--- config.mk ---
export PLATFORM = sky130hd
export DESIGN_NAME = link_writeback_pipe_flat
export DESIGN_NICKNAME = d
export VERILOG_FILES = /design/src/rtl/link_writeback_pipe_if.sv /design/src/rtl/link_writeback_pipe.sv /design/src/flat_wrapper.sv
export SDC_FILE = /design/constraint.sdc
export NUM_CORES = 1
export LEC_CHECK = 0
export CORE_ASPECT_RATIO = 0.7
export CORE_MARGIN = 2
export CORE_UTILIZATION = 45
export DETAILED_ROUTE_END_ITERATION = 10
export PLACE_DENSITY_LB_ADDON = 0.15
export SLEW_MARGIN = 15
export SYNTH_ARGS = -nofsm -noshare
export SYNTH_HDL_FRONTEND = slang
export SYNTH_SLANG_ARGS = --single-unit
--- constraint.sdc ---
create_clock -name clk -period 0.8 [get_ports clk]
set_input_delay 0.12 -clock clk [delete_from_list [all_inputs] [get_ports clk]]
set_output_delay 0.12 -clock clk [all_outputs]
set_load 0.01 [all_outputs]
--- src/rtl/link_writeback_pipe_if.sv ---
// link_writeback_pipe_if
// Groups every non-clock signal of the writeback/link pipe into one bundle.
//   Input side : valid_in, stall, flush, instruction, pc_in,
//                reg_write_addr_in, reg_write_en_in, alu_result
//   Output side: valid_out, reg_write_en_out, reg_write_addr_out,
//                reg_write_data_out, is_link_out
// Modports:
//   master - the stage upstream of the pipe; drives the inputs and
//            observes the register-file write port.
//   slave  - the pipe itself.
interface link_writeback_pipe_if #(
    parameter int unsigned DATA_WIDTH = 32
);
    logic                  valid_in;
    logic                  stall;
    logic                  flush;
    logic [31:0]           instruction;
    logic [DATA_WIDTH-1:0] pc_in;
    logic [4:0]            reg_write_addr_in;
    logic                  reg_write_en_in;
    logic [DATA_WIDTH-1:0] alu_result;

    logic                  valid_out;
    logic                  reg_write_en_out;
    logic [4:0]            reg_write_addr_out;
    logic [DATA_WIDTH-1:0] reg_write_data_out;
    logic                  is_link_out;

    modport master (
        output valid_in, stall, flush, instruction, pc_in,
               reg_write_addr_in, reg_write_en_in, alu_result,
        input  valid_out, reg_write_en_out, reg_write_addr_out,
               reg_write_data_out, is_link_out
    );

    modport slave (
        input  valid_in, stall, flush, instruction, pc_in,
               reg_write_addr_in, reg_write_en_in, alu_result,
        output valid_out, reg_write_en_out, reg_write_addr_out,
               reg_write_data_out, is_link_out
    );
endinterface

--- src/rtl/link_writeback_pipe.sv ---
// link_writeback_pipe
// Classifies the instruction at the decode/execute boundary as linking
// (JAL, BLTZAL, BGEZAL, JALR) or non-linking, picks the destination
// register and writeback data (link address or ALU result), and carries
// the entry through STAGES register stages to the register-file write port.
// Writes to $0 are suppressed.
//
// Parameters:
//   DATA_WIDTH  - width of PC, ALU result and writeback data
//   STAGES      - number of register stages, 1..8
//   LINK_REG    - destination for JAL / BLTZAL / BGEZAL
//   LINK_OFFSET - byte offset from pc_in to the link address
// Ports:
//   clk     - rising-edge clock
//   reset_n - asynchronous active-low reset, clears every stage
//   bus     - slave side of link_writeback_pipe_if (inputs, stall/flush
//             control and the register-file write port)
module link_writeback_pipe #(
    parameter int unsigned DATA_WIDTH  = 32,
    parameter int unsigned STAGES      = 2,
    parameter int unsigned LINK_REG    = 31,
    parameter int unsigned LINK_OFFSET = 8
) (
    input  logic                  clk,
    input  logic                  reset_n,
    link_writeback_pipe_if.slave  bus
);

    // Decode patterns as mask/match pairs over the whole instruction word.
    // JAL:           opcode 000011
    // BLTZAL/BGEZAL: opcode 000001, rt 1000x (rt[0] selects the condition,
    //                which does not matter because links happen regardless)
    // JALR:          opcode 000000, funct 001001
    localparam logic [31:0] JAL_MASK   = 32'hFC00_0000;
    localparam logic [31:0] JAL_MATCH  = 32'h0C00_0000;
    localparam logic [31:0] BAL_MASK   = 32'hFC1E_0000;
    localparam logic [31:0] BAL_MATCH  = 32'h0410_0000;
    localparam logic [31:0] JALR_MASK  = 32'hFC00_003F;
    localparam logic [31:0] JALR_MATCH = 32'h0000_0009;

    localparam logic [4:0]            LINK_ADDR = 5'(LINK_REG);
    localparam logic [DATA_WIDTH-1:0] LINK_ADD  = DATA_WIDTH'(LINK_OFFSET);

    typedef struct packed {
        logic                  valid;
        logic                  wen;
        logic [4:0]            addr;
        logic [DATA_WIDTH-1:0] data;
        logic                  is_link;
    } entry_t;

    localparam entry_t BUBBLE = '0;

    // Build the stage-1 entry for one input slot. An invalid slot becomes
    // an all-zero bubble so nothing downstream can ever write from it.
    function automatic entry_t classify(
        input logic                  valid,
        input logic [31:0]           instr,
        input logic [DATA_WIDTH-1:0] pc,
        input logic [4:0]            addr_in,
        input logic                  wen_in,
        input logic [DATA_WIDTH-1:0] alu
    );
        entry_t e;
        logic   fixed_link;
        logic   reg_link;

        fixed_link = ((instr & JAL_MASK) == JAL_MATCH) ||
                     ((instr & BAL_MASK) == BAL_MATCH);
        reg_link   = ((instr & JALR_MASK) == JALR_MATCH);

        e = BUBBLE;
        if (!valid) begin
            e = BUBBLE;
        end else if (fixed_link) begin
            e.valid   = 1'b1;
            e.wen     = 1'b1;
            e.addr    = LINK_ADDR;
            e.data    = pc + LINK_ADD;
            e.is_link = 1'b1;
        end else if (reg_link) begin
            // JALR links into its rd field, which the decoder already
            // presents as the destination address.
            e.valid   = 1'b1;
            e.wen     = 1'b1;
            e.addr    = addr_in;
            e.data    = pc + LINK_ADD;
            e.is_link = 1'b1;
        end else begin
            e.valid   = 1'b1;
            e.wen     = wen_in;
            e.addr    = addr_in;
            e.data    = alu;
            e.is_link = 1'b0;
        end

        // $0 is hard-wired; a write there is dropped but the link flag stays.
        if (e.addr == 5'd0) begin
            e.wen = 1'b0;
        end else begin
            e.wen = e.wen;
        end

        return e;
    endfunction

    entry_t in_entry_s;
    entry_t stage_r [STAGES];

    // Classify the current input slot.
    always_comb begin
        in_entry_s = classify(bus.valid_in, bus.instruction, bus.pc_in,
                              bus.reg_write_addr_in, bus.reg_write_en_in,
                              bus.alu_result);
    end

    // Stage registers: flush beats stall, stall freezes everything,
    // otherwise every stage shifts by one.
    always_ff @(posedge clk or negedge reset_n) begin
        if (!reset_n) begin
            for (int k = 0; k < STAGES; k++) begin
                stage_r[k] <= BUBBLE;
            end
        end else if (bus.flush) begin
            for (int k = 0; k < STAGES; k++) begin
                stage_r[k] <= BUBBLE;
            end
        end else if (!bus.stall) begin
            stage_r[0] <= in_entry_s;
            for (int k = 1; k < STAGES; k++) begin
                stage_r[k] <= stage_r[k-1];
            end
        end else begin
            for (int k = 0; k < STAGES; k++) begin
                stage_r[k] <= stage_r[k];
            end
        end
    end

    // Outputs come straight from the last stage register. The valid gate
    // on the write enable keeps a bubble from ever writing even if a
    // stage bit were to disagree.
    assign bus.valid_out          = stage_r[STAGES-1].valid;
    assign bus.reg_write_en_out   = stage_r[STAGES-1].wen & stage_r[STAGES-1].valid;
    assign bus.reg_write_addr_out = stage_r[STAGES-1].addr;
    assign bus.reg_write_data_out = stage_r[STAGES-1].data;
    assign bus.is_link_out        = stage_r[STAGES-1].is_link;

endmodule

--- src/flat_wrapper.sv ---
// flat-port wrapper written by rule: the top's interface ports become plain ports
module link_writeback_pipe_flat 
#(
    parameter int unsigned DATA_WIDTH  = 32,
    parameter int unsigned STAGES      = 2,
    parameter int unsigned LINK_REG    = 31,
    parameter int unsigned LINK_OFFSET = 8
)
  (clk, reset_n, bus_valid_in, bus_stall, bus_flush, bus_instruction, bus_pc_in, bus_reg_write_addr_in, bus_reg_write_en_in, bus_alu_result, bus_valid_out, bus_reg_write_en_out, bus_reg_write_addr_out, bus_reg_write_data_out, bus_is_link_out);
  link_writeback_pipe_if #(.DATA_WIDTH(DATA_WIDTH)) bus_i ();
  input  logic clk;
  input  logic reset_n;
  input wire logic [$bits(bus_i.valid_in)-1:0] bus_valid_in;
  input wire logic [$bits(bus_i.stall)-1:0] bus_stall;
  input wire logic [$bits(bus_i.flush)-1:0] bus_flush;
  input wire logic [$bits(bus_i.instruction)-1:0] bus_instruction;
  input wire logic [$bits(bus_i.pc_in)-1:0] bus_pc_in;
  input wire logic [$bits(bus_i.reg_write_addr_in)-1:0] bus_reg_write_addr_in;
  input wire logic [$bits(bus_i.reg_write_en_in)-1:0] bus_reg_write_en_in;
  input wire logic [$bits(bus_i.alu_result)-1:0] bus_alu_result;
  output wire logic [$bits(bus_i.valid_out)-1:0] bus_valid_out;
  output wire logic [$bits(bus_i.reg_write_en_out)-1:0] bus_reg_write_en_out;
  output wire logic [$bits(bus_i.reg_write_addr_out)-1:0] bus_reg_write_addr_out;
  output wire logic [$bits(bus_i.reg_write_data_out)-1:0] bus_reg_write_data_out;
  output wire logic [$bits(bus_i.is_link_out)-1:0] bus_is_link_out;
  assign bus_i.valid_in = bus_valid_in;
  assign bus_i.stall = bus_stall;
  assign bus_i.flush = bus_flush;
  assign bus_i.instruction = bus_instruction;
  assign bus_i.pc_in = bus_pc_in;
  assign bus_i.reg_write_addr_in = bus_reg_write_addr_in;
  assign bus_i.reg_write_en_in = bus_reg_write_en_in;
  assign bus_i.alu_result = bus_alu_result;
  assign bus_valid_out = bus_i.valid_out;
  assign bus_reg_write_en_out = bus_i.reg_write_en_out;
  assign bus_reg_write_addr_out = bus_i.reg_write_addr_out;
  assign bus_reg_write_data_out = bus_i.reg_write_data_out;
  assign bus_is_link_out = bus_i.is_link_out;
  link_writeback_pipe #(.DATA_WIDTH(DATA_WIDTH), .STAGES(STAGES), .LINK_REG(LINK_REG), .LINK_OFFSET(LINK_OFFSET)) u_core (.clk(clk), .reset_n(reset_n), .bus(bus_i));
endmodule
==> results of run 1 <==
[per-stage QoR]
step                setup TNS [ps]  area, sq um  setup WS (ps)   util  power (uW)
floorplan                   -20340         4390           -753      -        4840
finish                      -23380         7200           -533  0.790       10000
global placement            -60680         6170          -1290  0.678        5820
global route                -27120         7190           -578  0.790       10400
CTS                         -22190         6880           -502  0.755        9900
detailed placement          -62560         6170          -1320  0.678        5860
[final timing paths]
check	start	end	slack, ps	cells after the start
worst max-delay path	bus_pc_in[4]	u_core.stage_r[72]$_DFFE_PN0P_	-530	7
worst min register to register	u_core.stage_r[73]$_DFFE_PN0P_	u_core.stage_r[73]$_DFFE_PN0P_	470	2
min in group asynchronous	reset_n	u_core.stage_r[49]$_DFFE_PN0P_	290	3
worst max register to register	u_core.bus.reg_write_data_out[23]$_DFFE_PN0P_	u_core.bus.reg_write_data_out[23]$_DFFE_PN0P_	-110	3
worst min-delay path	bus_pc_in[3]	u_core.stage_r[45]$_DFFE_PN0P_	200	4
max in group asynchronous	reset_n	u_core.stage_r[74]$_DFFE_PN0P_	240	3
[registers in the layout (all words and copies together) (netlist names)]
name / cells
u_core.bus.is_link_out: 1
u_core.bus.reg_write_addr_out: 5
u_core.bus.reg_write_data_out: 32
u_core.bus.valid_out: 1
u_core.stage_r: 41
[what timing repair did]
action	in CTS	in global routing
endpoints found under the hold margin	80	0
hold buffers	1	0
endpoints found under the setup margin	97	103
buffers inserted	25	23
gates cloned	4	1
gates resized for setup	388	52
pin swaps	60	51
[placed cells by master, fill, tap and decap left out, types with 10 or more instances in the layout]
cell	n
dfrtp_1	80
mux2i_1	44
buf_6	36
clkdlybuf4s50_1	45
o21ai_1	30
nor2_4	10
nor2_1	44
xnor2_1	15
buf_2	47
dlygate4sd2_1	10
buf_12	17
clkdlybuf4s15_1	10
nand2_1	38
buf_4	77
[where the power goes]
group	internal (uW)	switching, uW
Combinational	944	814
Sequential	4160	81.4
Clock	2230	1810
[logic make-up (layout without fill, tap and decap cells)]
family          count (synthesis)  in the layout  share of synthesized area
compound gates                 66             66                     0.0975
xor+xnor                       26             26                     0.0539
fa+ha+maj                       1              1                    0.00296
buf+inv                        68            272                     0.0960
flops                          80             80                      0.474
mux                            49             49                      0.116
other cells                     0              2                          0
simple gates                  143            144                      0.159
[area by class of cell]
cell class | instances | area [sq um]
Antenna cell | 2 | 5.00
Multi-Input combinational cell | 286 | 2380
Clock buffer | 10 | 239
Fill cell | 528 | 1910
Sequential cell | 80 | 2000
Timing Repair Buffer | 251 | 2340
Tap cell | 124 | 155
Clock inverter | 6 | 52.6
Inverter | 5 | 18.8
[tightest hold or removal path: cells and delay by family]
kind,cells,cell delay (ps)
adders and majority gates,1,120
AOI/OAI and AO/OA,1,120
muxes,1,60
buffers and inverters,1,80
[routing by layer]
metal | up-vias | global-route usage
met3 | 41 | 0.0813
met1 | 2072 | 0.385
met5 | - | 0
met2 | 233 | 0.454
li1 | 1876 | -
met4 | 2 | 0.0898
==> flow_metrics.tcl, run 1 <==
set metrics [dict create \
    maxSlewViolCount 0 \
    area_delta_synth_final_pct 70.4 \
    cpMaxStageDelayCell "or4_4" \
    status "complete, but fails checks" \
    grt_setup_unrepaired "yes" \
    crit_path_end_kind "flop" \
    wl_per_cell_microns 19.5 \
    critPathRequiredTime_ps 1020 \
    port-buffer-count 130 \
    routed.top_layer "met5" \
    yosys-top-cells-count "dfrtp_1, nor2_1, mux2i_1" \
    max_freq_mhz 750 \
    die_w_microns 120 \
    fin_ws_ps -533 \
    violations "negative setup slack" \
    placedCellCount 715 \
    setup_viol 99 \
    grt_use_total 0.286 \
    finalHoldViolations 0 \
    start_util 0.464 \
    gp_congestion 0.850 \
    fin_cells 764 \
    synth.area.top_cells "dfrtp_1, mux2i_1, buf_4" \
    vias_per_cell 5.53 \
    timing.hold.ws_ps 204 \
    hpwl_microns 9090 \
    synth_edf_count 0 \
    synth.most_common_cell "dfrtp_1" \
    via_count 4224 \
    irDropWorstVdd_mv 1.07 \
    clockRootBuffer "clkbuf_16" \
    clk_pin_slew_ps 60 \
    met1Wirelength_microns 6240 \
    grt_max_degree 46 \
    grt_pass1_wl_microns 22100 \
    htree_levels 3 \
    worst_pin_slew_ps 409 \
    clk_latency_ps 340 \
    worst-path-buf-inv 1 \
    crit_family "compound AO/OA/AOI/OAI gates" \
    max_stage_delay_ps 460 \
    ys_types 37 \
    skew_ps 6.40 \
    clockBufferDepth 2 \
    die-area_sq_um 10200 \
    num_rows 29 \
    hold_path.class "in -> reg" \
    syn_area_per_cell_sq_um 9.75 \
    synth_cells 433 \
    start_kind "input pin" \
    yosys.area.top_type_share 0.474 \
    ioPinCount 147 \
    p_leak_uw 0.00346 \
    min_period_ps 1330 \
    maxCapViolations 0 \
    wl_met3_microns 1200 \
    cts_num_sinks 80 \
    fp.coreArea_sq_um 9110 \
    finalNetCount 741 \
    slew_headroom 0.728 \
    p_per_area_nw_per_um2 1400 \
    yosys_warnings 0 \
    synth_area_leader_cell "dfrtp_1" \
    grt_pass1_vias 4272 \
    antenna_found_initial 3 \
    worstSetupPathType "in -> reg" \
    drive_above_1_share 0.437 \
    crit_fanout 3 \
    period_share 1.67 \
    dr.pass1.iters 5 \
    syn-num-nets 541 \
    synth_area_sq_um 4220 \
    drcViolationCount 0 \
    synth_flop_cell "dfrtp_1" \
    synth-seq-cells 80 \
    dr.first_iter.drc_count 291 \
    cts_tree "built" \
    cts_buffers 9 \
    grt.overflow.total 0 \
    wl_met2_microns 7110 \
    ys_seq_area_frac 0.474 \
    cp_cell_sequence "buf_8 > ha_4 > nand4_1 > or4_4 > o31a_1 > o31ai_2 > o21ai_1" \
    wl_microns 14900 \
    die_y_microns 85.1 \
    async_flop_share 1.00 \
    worstPathArrival_ps 1560 \
    drtAntennaViolNets 0 \
]
Note: power is estimated with default switching activity, not from simulation.
==> inputs of run 2 (changes only) <==
--- a/config.mk
+++ b/config.mk
@@ -8,8 +8,10 @@
 export CORE_ASPECT_RATIO = 0.7
 export CORE_MARGIN = 2
 export CORE_UTILIZATION = 45
+export CTS_BUF_LIST = sky130_fd_sc_hd__clkbuf_8
 export DETAILED_ROUTE_END_ITERATION = 10
 export PLACE_DENSITY_LB_ADDON = 0.15
+export REMOVE_ABC_BUFFERS = 1
 export SLEW_MARGIN = 15
 export SYNTH_ARGS = -nofsm -noshare
 export SYNTH_HDL_FRONTEND = slang
==> run 2 against run 1 <==
The flow still finishes with violations (negative setup slack); maximum frequency is 3.4% higher; die area stayed put; wire length is 13% lower; combinational power is 9% lower; critical path depth is 2 higher; power is 12% lower; via count is 7.1% lower; highest routed layer is now met4; largest power group unchanged; utilization is 5.5 points lower; final area is 7.0% lower; register-to-register slack better by 50 ps; sequential share of layout area is 2.1 points higher; largest cell class unchanged.
==> flow_metrics.tcl, run 2 (synthesized netlist as in run 1, its figures left out) <==
set metrics [dict create \
    min_period_ps 1290 \
    die_y_microns 85.1 \
    ioPinCount 147 \
    grt.overflow.total 0 \
    max_freq_mhz 775 \
    n_antenna_cell 0 \
    wl_per_cell_microns 17.1 \
    die-area_sq_um 10200 \
    drive_above_1_share 0.412 \
    crit_family "simple AND/OR/NAND/NOR gates" \
    dp_slack_ps -1420 \
    dr.pass1.iters 4 \
    final_area_sq_um 6690 \
    via_count 3924 \
    p_per_area_nw_per_um2 1310 \
    grt_use_total 0.254 \
    placed_area_sq_um 5990 \
    worstSetupPathType "in -> reg" \
    drtAntennaViolNets 0 \
    power_uw 8790 \
    die_w_microns 120 \
    critPathRequiredTime_ps 1050 \
    start_util 0.464 \
    crit_fanout 6 \
    maxCapViolations 0 \
    clk_pin_slew_ps 80 \
    hpwl_microns 8580 \
    num_rows 29 \
    maxSlewViolCount 0 \
    placedCellCount 706 \
    grt_pass1_vias 4039 \
    htree_levels 3 \
    cp_cell_sequence "buf_6 > nor4_4 > buf_4 > buf_4 > nand3_4 > nand2_2 > buf_6 > mux2i_2 > o21ai_1" \
    grt_setup_unrepaired "yes" \
    regMostFlops "u_core.stage_r" \
    hold_path.class "in -> reg" \
    largest_register_ffs 41 \
    worst_pin_slew_ps 476 \
    cts_num_sinks 80 \
    fp.coreArea_sq_um 9110 \
    clockRootBuffer "clkbuf_8" \
    violations "negative setup slack" \
    start_kind "input pin" \
    wl_microns 13000 \
    p_leak_uw 0.00327 \
    finalHoldViolations 0 \
    port-buffer-count 130 \
    cts_tree "built" \
    cpMaxStageDelayCell "nor4_4" \
    vias_per_cell 5.18 \
    period_share 1.61 \
    layout_commonest_cell "buf_4" \
    clk_latency_ps 370 \
    fin_ws_ps -490 \
    clockBufferDepth 2 \
    irDropWorstVdd_mv 0.823 \
    gp_congestion 0.866 \
    max_stage_delay_ps 270 \
    slew_headroom 0.681 \
    antenna_found_initial 0 \
    area_delta_synth_final_pct 58.5 \
    dr.first_iter.drc_count 182 \
    status "complete, but fails checks" \
    crit_path_end_kind "flop" \
    grt_max_degree 60 \
    skew_ps 8.06 \
    grt_pass1_wl_microns 19900 \
    layout_common_cells "buf_4, dfrtp_1, nor2_1, buf_2, clkdlybuf4s50_1" \
    worstPathArrival_ps 1540 \
    drcViolationCount 0 \
    worst-path-buf-inv 4 \
    setup_tns_ps -24670 \
    setup_viol 93 \
    finalNetCount 737 \
    cts_buffers 9 \
    nFillCells 677 \
    fin_cells 757 \
]
-- run 2: worst paths after layout --
path                                                               startpoint                                             to  slack, ps  cells past startpoint
worst max register to register  u_core.bus.reg_write_data_out[23]$_DFFE_PN0P_  u_core.bus.reg_write_data_out[23]$_DFFE_PN0P_        -60                      3
min in group asynchronous                                             reset_n   u_core.bus.reg_write_addr_out[4]$_DFFE_PN0P_        280                      3
worst max-delay path                                      bus_instruction[28]                 u_core.stage_r[41]$_DFFE_PN0P_       -490                      9
worst min-delay path                                            bus_pc_in[14]                 u_core.stage_r[55]$_DFFE_PN0P_        110                      4
worst min register to register                 u_core.stage_r[76]$_DFFE_PN0P_                 u_core.stage_r[76]$_DFFE_PN0P_        490                      2
max in group asynchronous                                             reset_n                 u_core.stage_r[52]$_DFFE_PN0P_        230                      3
-- run 2: layout make-up --
| type | instances | area [sq um] | share of cell area |
|---|---|---|---|
| Tap cell | 124 | 155 | 0.0232 |
| Multi-Input combinational cell | 288 | 2230 | 0.334 |
| Clock inverter | 5 | 48.8 | 0.00729 |
| Clock buffer | 10 | 138 | 0.0206 |
| Sequential cell | 80 | 2000 | 0.299 |
| Inverter | 5 | 18.8 | 0.00280 |
| Timing Repair Buffer | 245 | 2100 | 0.314 |
-- run 2: timing repair --
action                                  in CTS  in global routing
cloned                                       3                  0
resized for setup                          388                 44
endpoints found under the hold margin       80                  0
hold buffers                                 1                  0
pin swaps                                   66                 34
endpoints found under the setup margin      87                103
buffers inserted                            27                 17
-- run 2: per-stage QoR --
step,hold slack (ps),util
floorplan,-176,-
global placement,125,0.658
detailed placement,127,0.658
CTS,80.6,0.710
global route,114,0.735
finish,112,0.735
-- run 2: metal layers --
metal | vias up | routed length (microns) | track usage
met5 | - | 0 | 0
met3 | 18 | 954 | 0.0766
li1 | 1861 | - | -
met2 | 134 | 6140 | 0.407
met1 | 1911 | 5740 | 0.334
met4 | 0 | 147 | 0.0791
-- run 2: power breakdown --
group          switching, uW  total [uW]  internal, uW
Clock                   1460        2950          1480
Combinational            728        1610           884
Sequential              74.7        4230          4160
Total                   2270        8790          6520
-- run 2: worst reg2reg max path: stages, from the launching register on --
cell     delay (ps)
dfrtp_1         410
buf_4           140
mux2i_1         130
nor2_1           60
==> inputs of run 3 (changes only) <==
--- a/config.mk
+++ b/config.mk
@@ -9,6 +9,7 @@
 export CORE_MARGIN = 2
 export CORE_UTILIZATION = 45
 export CTS_BUF_LIST = sky130_fd_sc_hd__clkbuf_8
+export CTS_CLUSTER_SIZE = 8
 export DETAILED_ROUTE_END_ITERATION = 10
 export PLACE_DENSITY_LB_ADDON = 0.15
 export REMOVE_ABC_BUFFERS = 1
==> constraint.sdc (replaced) <==
create_clock -name clk -period 0.8 [get_ports clk]
set_input_delay 0.16 -clock clk [delete_from_list [all_inputs] [get_ports clk]]
set_output_delay 0.16 -clock clk [all_outputs]
set_load 0.01 [all_outputs]
==> run 3 against run 2 <==
The run still ends with negative setup slack left; non-clock buffer count increased by 1; register-to-register slack got worse by 70 ps; largest power group unchanged; sequential share of layout area decreased by 0.59 points.
==> flow_metrics.tcl, run 3 (synthesized netlist as in run 1, its figures left out) <==
set metrics [dict create \
    r2r_cells 4 \
    r2r_slack_ps -130 \
    die_w_microns 120 \
    hpwl_microns 8550 \
    r2r_end "u_core.bus.reg_write_data_out[12]$_DFFE_PN0P_" \
    antenna_found_initial 0 \
    port-buffer-count 130 \
    irDropWorstVdd_mv 0.971 \
    wl_microns 13100 \
    placed_area_sq_um 5990 \
    n_antenna_cell 0 \
    area_delta_synth_final_pct 61.7 \
    crit_fanout 2 \
    dr.pass1.iters 4 \
    period_share 1.63 \
    start_kind "input pin" \
    hold_depth 4 \
    maxSlewViolCount 0 \
    vias_per_cell 5.17 \
    fp.coreArea_sq_um 9110 \
    setup_viol 97 \
    p_per_area_nw_per_um2 1410 \
    dr.first_iter.drc_count 285 \
    p_leak_uw 0.00333 \
    worstPathArrival_ps 1550 \
    clk_latency_ps 360 \
    clockRootBuffer "clkbuf_8" \
    dp_slack_ps -1460 \
    critical_path.endpoint "u_core.stage_r[72]$_DFFE_PN0P_" \
    finalHoldViolations 0 \
    grt_pass1_wl_microns 20400 \
    gp_congestion 0.866 \
    layout_commonest_cell "buf_4" \
    clk_pin_slew_ps 80 \
    max_stage_delay_ps 410 \
    crit_path_end_kind "flop" \
    die-area_sq_um 10200 \
    worstSetupPathType "in -> reg" \
    grt_max_degree 60 \
    cts_num_sinks 80 \
    grt_use_total 0.261 \
    violations "negative setup slack" \
    layout_common_cells "buf_4, dfrtp_1, buf_2" \
    start_util 0.464 \
    ioPinCount 147 \
    drive_above_1_share 0.417 \
    max_freq_mhz 765 \
    worstReg2RegStart "u_core.bus.reg_write_data_out[12]$_DFFE_PN0P_" \
    clockBufferDepth 2 \
    via_count 3923 \
    cpMaxStageDelayCell "or3_4" \
    final_area_sq_um 6830 \
    cts_tree "built" \
    largest_register_ffs 41 \
    critPathLaunch "bus_pc_in[22]" \
    cts_buffers 9 \
    grt.overflow.total 0 \
    drcViolationCount 0 \
    hold_path.class "in -> reg" \
    grt_pass1_vias 4041 \
    regMostFlops "u_core.stage_r" \
    drtAntennaViolNets 0 \
    skew_ps 8.47 \
    htree_levels 3 \
    num_rows 29 \
    critPathRequiredTime_ps 1050 \
    grt_setup_unrepaired "yes" \
    fin_ws_ps -508 \
    finalNetCount 738 \
    die_y_microns 85.1 \
    maxCapViolations 0 \
    slew_headroom 0.693 \
    status "complete, but fails checks" \
    min_period_ps 1310 \
    cp_cell_sequence "dlygate4sd2_1 > nand2_2 > or3_4 > o31a_1 > o31ai_2 > o21ai_1" \
    wl_per_cell_microns 17.3 \
    worst_pin_slew_ps 458 \
]
## run 3: cell count changes in the layout (fill, tap and decap cells not counted), moves of 3 or more
cell,delta
buf_4,-5
buf_2,+4
clkbuf_2,-4
buf_6,+3
o21ai_0,-3
o21ai_2,+3
## run 3: repair_timing
item,4_1_cts,5_1_grt
resized for setup,404,46
hold buffers,1,0
pin swaps,68,44
endpoints found under the hold margin,80,0
endpoints found under the setup margin,88,102
buffers inserted,28,19
gates cloned,3,1
## run 3: worst min-delay path by stage
stage,startpoint,to,slack [ps]
2_1_floorplan,reset_n,u_core.bus.is_link_out$_DFFE_PN0P_,-140
3_3_place_gp,reset_n,u_core.bus.reg_write_addr_out[0]$_DFFE_PN0P_,160
3_5_place_dp,reset_n,u_core.bus.reg_write_addr_out[0]$_DFFE_PN0P_,170
4_1_cts,bus_pc_in[18],u_core.stage_r[59]$_DFFE_PN0P_,190
5_1_grt,bus_flush,u_core.bus.reg_write_data_out[31]$_DFFE_PN0P_,190
6_report,bus_pc_in[17],u_core.stage_r[58]$_DFFE_PN0P_,210
## run 3: where the power goes
part	switching [uW]	internal, uW
registers	71.5	4160
clock network	1510	2240
logic	739	884
## run 3: per-layer routing
| layer | share of wire | vias to the layer above | global-route usage | wire (microns) |
|---|---|---|---|---|
| met1 | 0.44 | 1915 | 0.344 | 5790 |
| met2 | 0.49 | 127 | 0.428 | 6360 |
| met5 | 0 | - | 0 | 0 |
| met4 | 0.012 | 0 | 0.0738 | 161 |
| li1 | - | 1866 | - | - |
| met3 | 0.061 | 15 | 0.0712 | 803 |
## run 3: worst max-delay path: cells and delay by family
family,cells,cell delay (ps)
buffers and inverters,1,260
AO/OA/AOI/OAI,3,620
AND/OR/NAND/NOR,2,500
## run 3: metrics by stage
| step | hold slack, ps | setup TNS (ps) | power [uW] | instances | util |
|---|---|---|---|---|---|
| finish | 209 | -25850 | 9600 | 759 | 0.750 |
| global route | 193 | -31350 | 10000 | 759 | 0.750 |
| CTS | 193 | -24720 | 9550 | 748 | 0.719 |
| detailed placement | 170 | -65630 | 5780 | 706 | 0.658 |
| global placement | 165 | -61940 | 5750 | 706 | 0.658 |
| floorplan | -136 | -38710 | 4640 | 370 | - |
## run 3: final cells by class
class,count,area (sq um)
fillers,643,2280
well taps,124,155
clock buffers,11,151
inverters,5,18.8
flip-flops and latches,80,2000
multi-input cells,288,2250
clock inverters,5,103
repair buffers,246,2150
